--- config.mk ---
export PLATFORM = sky130hd
export DESIGN_NAME = ethernet_tx_frame_arbiter
export DESIGN_NICKNAME = d
export VERILOG_FILES = /design/src/rtl/eth_tx_pkg.sv /design/src/rtl/axis_skid_buffer.sv /design/src/rtl/ethernet_tx_frame_arbiter.sv
export SDC_FILE = /design/constraint.sdc
export NUM_CORES = 1
export LEC_CHECK = 0
export BUFFER_PORTS_ARGS = -buffer_cell sky130_fd_sc_hd__clkbuf_2
export CAP_MARGIN = 20
export CELL_PAD_IN_SITES_DETAIL_PLACEMENT = 1
export CELL_PAD_IN_SITES_GLOBAL_PLACEMENT = 2
export CORE_AREA = 2 2 191 193
export DETAILED_ROUTE_END_ITERATION = 10
export DIE_AREA = 0 0 193 195
export PLACE_DENSITY = 0.89
export SYNTH_ARGS = -nofsm -noshare
export SYNTH_HDL_FRONTEND = slang
export SYNTH_SLANG_ARGS = --single-unit
export TNS_END_PERCENT = 10
--- constraint.sdc ---
create_clock -name i_clk -period 2.3 [get_ports i_clk]
set_input_delay 0.345 -clock i_clk [delete_from_list [all_inputs] [get_ports i_clk]]
set_output_delay 0.345 -clock i_clk [all_outputs]
set_load 0.02 [all_outputs]
--- src/rtl/eth_tx_pkg.sv ---
// Shared types and constants for the Ethernet TX frame arbiter.
//   arb_state_t : arbiter FSM states (IDLE, SEND, GAP)
//   ARB_RR      : round-robin arbitration mode
//   ARB_FIXED   : fixed-priority arbitration mode (lowest index wins)
//   IFG_MAX     : largest supported inter-frame gap, in cycles
package eth_tx_pkg;

  typedef enum logic [1:0] {
    IDLE = 2'd0,
    SEND = 2'd1,
    GAP  = 2'd2
  } arb_state_t;

  localparam int ARB_RR    = 0;
  localparam int ARB_FIXED = 1;
  localparam int IFG_MAX   = 15;

endpackage

--- src/rtl/axis_skid_buffer.sv ---
// Two-entry AXI-Stream register slice. The outputs come straight from flops, and
// the upstream ready comes straight from a flop. It sustains one beat per cycle
// while the downstream ready stays high.
// Ports:
//   clk_i, rst_ni        clock, asynchronous active-low reset
//   s_valid_i/s_ready_o  upstream handshake
//   s_data_i/s_keep_i/s_last_i  upstream payload
//   m_valid_o/m_ready_i  downstream handshake
//   m_data_o/m_keep_o/m_last_o  downstream payload (held while stalled)
//   empty_o              no beat held in either entry
module axis_skid_buffer #(
  parameter int DATA_W = 64,
  parameter int KEEP_W = 8
) (
  input  logic              clk_i,
  input  logic              rst_ni,
  input  logic              s_valid_i,
  output logic              s_ready_o,
  input  logic [DATA_W-1:0] s_data_i,
  input  logic [KEEP_W-1:0] s_keep_i,
  input  logic              s_last_i,
  output logic              m_valid_o,
  input  logic              m_ready_i,
  output logic [DATA_W-1:0] m_data_o,
  output logic [KEEP_W-1:0] m_keep_o,
  output logic              m_last_o,
  output logic              empty_o
);

  logic              out_vld_q;
  logic [DATA_W-1:0] out_data_q;
  logic [KEEP_W-1:0] out_keep_q;
  logic              out_last_q;
  logic              skid_vld_q;
  logic [DATA_W-1:0] skid_data_q;
  logic [KEEP_W-1:0] skid_keep_q;
  logic              skid_last_q;

  // The upstream is accepted whenever the spare entry is free. A beat that
  // arrives while the output is stalled is parked in the spare entry.
  assign s_ready_o = ~skid_vld_q;

  always_ff @(posedge clk_i or negedge rst_ni) begin
    if (!rst_ni) begin
      out_vld_q   <= 1'b0;
      out_data_q  <= '0;
      out_keep_q  <= '0;
      out_last_q  <= 1'b0;
      skid_vld_q  <= 1'b0;
      skid_data_q <= '0;
      skid_keep_q <= '0;
      skid_last_q <= 1'b0;
    end else if (!out_vld_q || m_ready_i) begin
      if (skid_vld_q) begin
        out_vld_q  <= 1'b1;
        out_data_q <= skid_data_q;
        out_keep_q <= skid_keep_q;
        out_last_q <= skid_last_q;
        skid_vld_q <= 1'b0;
      end else begin
        out_vld_q <= s_valid_i;
        if (s_valid_i) begin
          out_data_q <= s_data_i;
          out_keep_q <= s_keep_i;
          out_last_q <= s_last_i;
        end
      end
    end else if (s_valid_i && !skid_vld_q) begin
      skid_vld_q  <= 1'b1;
      skid_data_q <= s_data_i;
      skid_keep_q <= s_keep_i;
      skid_last_q <= s_last_i;
    end
  end

  assign m_valid_o = out_vld_q;
  assign m_data_o  = out_data_q;
  assign m_keep_o  = out_keep_q;
  assign m_last_o  = out_last_q;
  assign empty_o   = ~out_vld_q & ~skid_vld_q;

endmodule

--- src/rtl/ethernet_tx_frame_arbiter.sv ---
// N:1 frame-atomic AXI-Stream arbiter. It merges the per-protocol reply streams
// (ARP, ICMP, UDP, ...) onto the single MAC TX port.
// Ports:
//   i_clk, i_reset_n       clock, asynchronous active-low reset
//   s_axis_*               NUM_CH input streams; channel i sits at slice i
//   m_axis_*               merged output stream through a 2-entry skid buffer
//   o_grant                one-hot owner of the current frame, 0 when idle
//   o_busy                 arbiter not in IDLE
//   o_frame_cnt            per-channel count of frames completed on m_axis (wraps)
module ethernet_tx_frame_arbiter
  import eth_tx_pkg::*;
#(
  parameter int NUM_CH   = 3,
  parameter int DATA_W   = 64,
  parameter int ARB_MODE = ARB_RR,
  parameter int IFG_CYC  = 1,
  parameter int CNT_W    = 16
) (
  input  logic                          i_clk,
  input  logic                          i_reset_n,
  input  logic [NUM_CH-1:0]             s_axis_tvalid,
  output logic [NUM_CH-1:0]             s_axis_tready,
  input  logic [NUM_CH*DATA_W-1:0]      s_axis_tdata,
  input  logic [NUM_CH*(DATA_W/8)-1:0]  s_axis_tkeep,
  input  logic [NUM_CH-1:0]             s_axis_tlast,
  output logic                          m_axis_tvalid,
  input  logic                          m_axis_tready,
  output logic [DATA_W-1:0]             m_axis_tdata,
  output logic [(DATA_W/8)-1:0]         m_axis_tkeep,
  output logic                          m_axis_tlast,
  output logic [NUM_CH-1:0]             o_grant,
  output logic                          o_busy,
  output logic [NUM_CH*CNT_W-1:0]       o_frame_cnt
);

  localparam int KEEP_W = DATA_W / 8;
  localparam int IDX_W  = (NUM_CH > 1) ? $clog2(NUM_CH) : 1;

  arb_state_t        state_q;
  logic [NUM_CH-1:0] grant_q;
  logic [IDX_W-1:0]  rr_ptr_q;
  logic [3:0]        gap_cnt_q;
  logic              tlast_out_q;   // frame's tlast has left m_axis; counting the gap
  logic [CNT_W-1:0]  cnt_q [NUM_CH];

  // Arbitration: scan the requests starting at the pointer. Fixed-priority mode
  // pins the pointer to 0, so the lowest index always wins.
  logic [IDX_W-1:0] start_idx;
  logic [IDX_W-1:0] cand_idx;
  logic [IDX_W-1:0] win_idx;
  logic [IDX_W-1:0] win_next;
  logic             win_found;

  always_comb begin
    start_idx = (ARB_MODE == ARB_FIXED) ? '0 : rr_ptr_q;
    win_found = 1'b0;
    win_idx   = '0;
    cand_idx  = '0;
    for (int k = 0; k < NUM_CH; k++) begin
      cand_idx = IDX_W'((int'(start_idx) + k) % NUM_CH);
      if (!win_found && s_axis_tvalid[cand_idx]) begin
        win_found = 1'b1;
        win_idx   = cand_idx;
      end
    end
    win_next = (int'(win_idx) == NUM_CH - 1) ? '0 : win_idx + 1'b1;
  end

  // Granted-channel mux feeding the skid buffer.
  logic [DATA_W-1:0] sel_data;
  logic [KEEP_W-1:0] sel_keep;
  logic              sel_last;
  logic              sel_valid;
  logic              skid_ready;
  logic              skid_empty;
  logic              s_accept;
  logic              m_hs_last;

  always_comb begin
    sel_data  = '0;
    sel_keep  = '0;
    sel_last  = 1'b0;
    sel_valid = 1'b0;
    for (int i = 0; i < NUM_CH; i++) begin
      if (grant_q[i]) begin
        sel_data  = s_axis_tdata[i*DATA_W +: DATA_W];
        sel_keep  = s_axis_tkeep[i*KEEP_W +: KEEP_W];
        sel_last  = s_axis_tlast[i];
        sel_valid = s_axis_tvalid[i];
      end
    end
    // In GAP the grant is still held for counting, but no new beats may enter.
    if (state_q != SEND) sel_valid = 1'b0;
  end

  assign s_accept      = sel_valid & skid_ready;
  assign s_axis_tready = (state_q == SEND) ? (grant_q & {NUM_CH{skid_ready}}) : '0;
  assign m_hs_last     = m_axis_tvalid & m_axis_tready & m_axis_tlast;

  axis_skid_buffer #(
    .DATA_W (DATA_W),
    .KEEP_W (KEEP_W)
  ) u_skid (
    .clk_i     (i_clk),
    .rst_ni    (i_reset_n),
    .s_valid_i (sel_valid),
    .s_ready_o (skid_ready),
    .s_data_i  (sel_data),
    .s_keep_i  (sel_keep),
    .s_last_i  (sel_last),
    .m_valid_o (m_axis_tvalid),
    .m_ready_i (m_axis_tready),
    .m_data_o  (m_axis_tdata),
    .m_keep_o  (m_axis_tkeep),
    .m_last_o  (m_axis_tlast),
    .empty_o   (skid_empty)
  );

  always_ff @(posedge i_clk or negedge i_reset_n) begin
    if (!i_reset_n) begin
      state_q     <= IDLE;
      grant_q     <= '0;
      rr_ptr_q    <= '0;
      gap_cnt_q   <= '0;
      tlast_out_q <= 1'b0;
      for (int i = 0; i < NUM_CH; i++) cnt_q[i] <= '0;
    end else begin
      for (int i = 0; i < NUM_CH; i++) begin
        if (m_hs_last && grant_q[i]) cnt_q[i] <= cnt_q[i] + 1'b1;
      end
      unique case (state_q)
        IDLE: begin
          if (win_found) begin
            state_q     <= SEND;
            grant_q     <= {{(NUM_CH-1){1'b0}}, 1'b1} << win_idx;
            tlast_out_q <= 1'b0;
            if (ARB_MODE == ARB_RR) rr_ptr_q <= win_next;
          end
        end
        SEND: begin
          if (s_accept && sel_last) state_q <= GAP;
        end
        GAP: begin
          // The tlast beat is the last entry in the skid buffer. Once it
          // handshakes, the buffer is empty at this same edge.
          if (m_hs_last) begin
            grant_q <= '0;
            if (IFG_CYC == 0) begin
              state_q <= IDLE;
            end else begin
              tlast_out_q <= 1'b1;
              gap_cnt_q   <= 4'(IFG_CYC);
            end
          end else if (tlast_out_q && skid_empty) begin
            if (gap_cnt_q <= 4'd1) begin
              state_q     <= IDLE;
              tlast_out_q <= 1'b0;
            end else begin
              gap_cnt_q <= gap_cnt_q - 1'b1;
            end
          end
        end
        default: state_q <= IDLE;
      endcase
    end
  end

  assign o_grant = grant_q;
  assign o_busy  = (state_q != IDLE);

  for (genvar g = 0; g < NUM_CH; g++) begin : g_cnt
    assign o_frame_cnt[g*CNT_W +: CNT_W] = cnt_q[g];
  end

endmodule

-- Yosys cells after proc, flatten, opt, wreduce, memory -nomap -nowiden
Index checks and enable logic that the tools add are counted.
- $add $sub $neg: 7
- $mul: 0
- div/mod/pow operators: 3
- magnitude comparators: 4
- equality and inequality tests: 13
- shift-type cells: 1
- multiplexer cells: 53
- bitwise gates (word level): 8
- reduce and logical (&&, ||, !) cells: 26
- operators by type and width (operator ; number):
    $mux 64 ; 5
    $mod 32x3->32 const B ; 2
    $add 16x1->16 const B ; 3
    $mux 8 ; 5
    $mod 3x3->32 const B ; 1
    $mux 1 ; 22
    $mux 2 ; 9
    $mux 4 ; 3
    $ne 2x2->1 const B ; 6
    $reduce_bool 2->1 ; 5
    $lt 2x3->1 const B ; 3
    $mux 3 ; 3
    $logic_and 1x1->1 ; 8
    $bmux 1 s2 ; 3
    $ne 3x3->1 const B ; 2
    $pmux 2 s3 ; 1
    $pmux 3 s2 ; 1
    $reduce_and 2->1 ; 3
    $reduce_and 3->1 ; 2
    $reduce_and 5->1 ; 1
    $and 1x1->1 ; 4
    $eq 2x2->1 const B ; 2
    $le 4x1->1 const B ; 1
    $logic_not 1->1 ; 4
    13 further kinds ; 16
- register bits: 208
- bits in latches: 0
- memory bits (writable): 0
- memory bits (read-only): 0
- output and inout bits: 129
- word-level logic and storage cells: 131
- memories: 0

-- Depth between registers and ports, before layout
- depth in word-level cells: 13
- depth in mapped cells: 9

-- Hierarchy
A second synthesis with hierarchy kept.
- cells, all modules: 938
- area total of the unflattened synthesis: 11708.7 um^2
- modules (own cells, without submodules) (module ; times used ; cells each ; area an instance (um^2) ; sequential area each (um^2)):
    axis_skid_buffer ; 1 ; 399 ; 7350.8 ; 3703.6
    ethernet_tx_frame_arbiter ; 1 ; 539 ; 4357.9 ; 1501.4

-- Least setup slack after synthesis
OpenSTA, ideal clock, no wires.
- kind: register -> register
- from: register grant_q[1], in the netlist o_grant[1]
- to: register u_skid.skid_data_q[10]
- arrival time: 1791 ps
- path slack: 384 ps
- stages on the path, launching flop included: 8
- period minus slack after synthesis: 1916 ps
- path through: dfrtp_1 -> buf_6 -> nand3b_4 -> a31oi_4 -> nand2_4 -> nor2_8 -> buf_12 -> mux2_4
- cells in the longest elaborated chain, start to end: 5
- elaborated cells between the ends (all ways): 7
- classes of those cells: mux: 5; reduce/logical: 2
- ends and longest elaborated chain (what ; RTL line ; source):
    from (decl) ; ethernet_tx_frame_arbiter.sv:40 ; logic [NUM_CH-1:0] grant_q;
    from (signal assigned) ; ethernet_tx_frame_arbiter.sv:135 ; grant_q <= {{(NUM_CH-1){1'b0}}, 1'b1} << win_idx;
    $mux 1 (2 in series) ; ethernet_tx_frame_arbiter.sv:85 ; if (grant_q[i]) begin
    $mux 1 ; ethernet_tx_frame_arbiter.sv:93 ; if (state_q != SEND) sel_valid = 1'b0;
    $logic_and 1x1->1 ; axis_skid_buffer.sv:68 ; end else if (s_valid_i && !skid_vld_q) begin
    $reduce_and 2->1 (no source line) ; n/a ;
    to (signal assigned) ; axis_skid_buffer.sv:70 ; skid_data_q <= s_data_i;
    to (decl) ; axis_skid_buffer.sv:35 ; logic [DATA_W-1:0] skid_data_q;
Several ways; a longest one is shown, not always the timed one.
A chain may end at the register's enable or synchronous reset.

-- Worst setup path in the final report
- from: register grant_q[0], in the netlist o_grant[0]
- to: register u_skid.out_data_q[56], in the netlist u_skid.m_data_o[56]
- cells in the longest elaborated chain, start to end: 6
- elaborated cells between the ends (all ways): 11
- classes of those cells: mux: 9; reduce/logical: 2
- ends and longest elaborated chain (what ; RTL line ; source):
    $mux 1 (3 in series) ; ethernet_tx_frame_arbiter.sv:85 ;
    $mux 1 ; ethernet_tx_frame_arbiter.sv:93 ;
    $reduce_bool 2->1 (no source line) ; n/a ;
    $reduce_and 2->1 (no source line) ; n/a ;
    to (signal assigned) ; axis_skid_buffer.sv:56 ; out_data_q <= skid_data_q;
    to (signal assigned) ; axis_skid_buffer.sv:63 ; out_data_q <= s_data_i;
    to (decl) ; axis_skid_buffer.sv:31 ; logic [DATA_W-1:0] out_data_q;
Several ways; a longest one is shown, not always the timed one. The select of a mux whose other input is x is not followed.

==> results.cfg <==
[outcome]
run_status = finished, final reports clean

[critical_path]
endpoint_kind = flop
required_ps = 2720
crit_family = compound AO/OA/AOI/OAI gates
cp-start-kind = flop
cp-startpoint = o_grant[0]
r2r_start = o_grant[0]
cp_max_fo = 51
cpMaxStageDelayCell = dfrtp_2
cp.arrival_ps = 2530
slowest_delay_ps = 540
endpoint = u_skid.m_data_o[56]
r2r-end = u_skid.m_data_o[56]
rr_worst_depth = 6
path_cells = nor2b_4 -> buf_12 -> a22oi_1 -> o21ai_0 -> mux2i_1 -> o21ai_0
crit_type = reg2reg
crit_top_cell = o21ai_0
r2r_setup_slack_ps = 190
cp.depth = 6
path_buf_inv = 1

[global_routing]
grt_max_degree = 138
grt_usage_pct = 16.3
grt_first_pass_wirelength_mm = 49.6
overflow = 0
antenna_found_initial = 1
grt_pass1_vias = 9394

[floorplan]
dieArea_um2 = 37600
core_um2 = 35400
start_util_pct = 30.7
fp.dieW_um = 193
rows = 69
fp.dieH_um = 195
io_pins = 354

[pwr]
p_total_mw = 7.71
pwr_density_cell_nw_per_um2 = 557
peakVddDrop_mv = 0.410
clkPwrFrac_pct = 48.6
p_leak_nw = 6.40
power_switching_mw = 1.65
p_seq_share_pct = 47.5
p_int_mw = 6.06
comb_power_share_pct = 3.9
swShare_pct = 21.4

[final_layout]
finalNonFillerCells = 1824
final_nets = 1581
area_growth_pct = 27.3
layout_commonest_cell = clkbuf_2
final_cell_mix = clkbuf_2, dfrtp_1, nand2_1, o21ai_0, mux2i_1
fill_cells = 4086
drive_above_1_share_pct = 37.0
utilization_pct = 39.1

[logic_synthesis]
ys_ff_latch = 208
synth_seq_area_share_pct = 47.9
avgSynthCellArea_um2 = 10.7
synth_cells = 1012
syn_area_um2 = 10900
ys.flop_type = dfrtp_1
synthArstFlopShare_pct = 100
synth_cell_types = 59
syn_nets = 1246
synth_edf_count = 0
yosys_warnings = 0

[routing]
antenna_left = 0
dr.pass1.iters = 4
routedWlPerCell_um = 17.4
vias_per_cell = 4.83
drc = 0
drtIter0Drc = 256
drt_wl_total_mm = 31.7
num_vias = 8817

[sta]
setup_viol = 0
tns_ps = 0
slew_headroom_pct = 48.6
finClkSkew_ps = 9.19
period_needed_ps = 2110
grt_setup_unrepaired = false
worst_slew_pin_slew_ps = 771
max_freq_mhz = 474
fin_hold_ws_ps = 228
hold_violations = 0
finalCritPeriodShare_pct = 91.8
slew_viol_final = 0

[job]
cap_violations = 0

[clocking]
clockBufferDepth = 3
cts_made_buffers = 24
root_buffer = clkbuf_16
clk_latency_ps = 510
htree_levels = 1
clk_pin_slew_worst_paths_ps = 60
clkSinkCount = 208
cts_tree = done

[place]
dp_hpwl_mm = 23.3
portBuffers = 353
dpl.cell_count = 1778
routabilityCongestion = 0.772

[min_path]
hold_class = in2reg
[state kept, by name, summed over array words and instances (netlist names)]
name and cells:
u_skid.skid_last_q 1, tlast_out_q 1, o_frame_cnt 48, o_grant 3, u_skid.m_valid_o 1, gap_cnt_q 4, u_skid.m_data_o 64, u_skid.skid_data_q 64
state_q 2, u_skid.skid_keep_q 8, rr_ptr_q 2, u_skid.skid_vld_q 1, u_skid.m_last_o 1, u_skid.m_keep_o 8
[metrics by stage]
step / cell area, um^2 / setup slack, ps
6_report: 13800 / 188
3_3_place_gp: 13000 / 87.5
3_5_place_dp: 13000 / 0.852
2_1_floorplan: 10900 / 384
5_1_grt: 13800 / 6.69
4_1_cts: 13800 / 126
[Yosys cell counts (2+ instances only)]
library cell / count / area, um^2
clkbuf_1: 24 / 90.1
nand3_1: 22 / 110
and2_1: 4 / 25.0
a21oi_1: 5 / 25.0
mux2i_1: 76 / 761
nand3b_1: 3 / 22.5
and3_1: 9 / 56.3
o31ai_1: 2 / 15.0
nand2_1: 173 / 649
buf_6: 7 / 78.8
nand2b_1: 4 / 25.0
mux2_2: 6 / 67.6
buf_2: 14 / 70.1
and4_1: 2 / 17.5
nor2b_1: 5 / 31.3
mux2_4: 70 / 1050
o21ai_1: 46 / 230
nand4_1: 10 / 62.6
ha_1: 9 / 113
buf_4: 7 / 52.6
buf_1: 6 / 22.5
clkbuf_2: 2 / 10.0
a22oi_1: 72 / 541
xnor2_1: 34 / 298
inv_1: 11 / 41.3
dfrtp_1: 208 / 5200
xor2_1: 13 / 114
buf_12: 7 / 140
o21ai_0: 108 / 541
nor3_1: 4 / 20.0
nor2_1: 21 / 78.8
[how the worst min path moves through the flow]
| stage | from | cells after the start | end | slack (ps) |
|---|---|---|---|---|
| 3_5_place_dp | i_reset_n | 1 | rr_ptr_q[1] | 300 |
| 2_1_floorplan | i_reset_n | 0 | gap_cnt_q[0] | 50 |
| 6_report | s_axis_tdata[150] | 4 | u_skid.skid_data_q[22] | 230 |
| 3_3_place_gp | i_reset_n | 1 | rr_ptr_q[1] | 290 |
| 5_1_grt | s_axis_tdata[158] | 4 | u_skid.skid_data_q[30] | 230 |
| 4_1_cts | s_axis_tdata[150] | 4 | u_skid.skid_data_q[22] | 200 |
[timing repair]
item | in CTS | in global routing
hold endpoints to repair | 48 | 0
hold buffers | 1 | 0
cloned | 0 | 0
buffers inserted | 0 | 3
pin swaps | 0 | 1
gates resized for setup | 1 | 0
setup endpoints to repair | 2 | 31
[power by group through the flow]
stage | registers, mW | logic, mW | clock network, mW
after floorplan | 3.73 | 0.0160 | 0
after global placement | 3.73 | 0.300 | 0
after detailed placement | 3.73 | 0.308 | 0
after CTS | 3.66 | 0.310 | 3.90
after global routing | 3.66 | 0.338 | 4.04
final | 3.66 | 0.300 | 3.75
[cell type report]
class                           instances  area, um^2  area share, %
Multi-Input combinational cell        726        5180           37.5
Clock inverter                          4        48.8          0.353
Inverter                               11        41.3          0.298
Clock buffer                           37         721           5.21
Sequential cell                       208        5220           37.7
Antenna cell                            1        2.50         0.0181
Timing Repair Buffer                  376        2050           14.8
Tap cell                              461         577           4.17
[logic make-up after synthesis]
group | count (synthesis) | synth area share (%)
xor+xnor | 47 | 3.79
flops | 208 | 47.9
fa+ha+maj | 9 | 1.04
simple gates | 271 | 11.6
buf+inv | 78 | 4.65
mux | 152 | 17.3
compound gates | 247 | 13.8
[tightest hold or removal path, delay by kind of cell]
family          cells  cell delay (ps)
mux                 1              150
compound gates      1               90
buf+inv             1               80
simple gates        1               40
[layer usage]
metal,global-route usage [%],vias up,share of wire (%)
met3,3.72,36,6.5
met4,3.23,0,1.5
met2,28.0,234,49
met1,21.0,4304,43
met5,0,-,0
li1,-,4243,-
No activity file was read; power rests on OpenSTA's default activity.
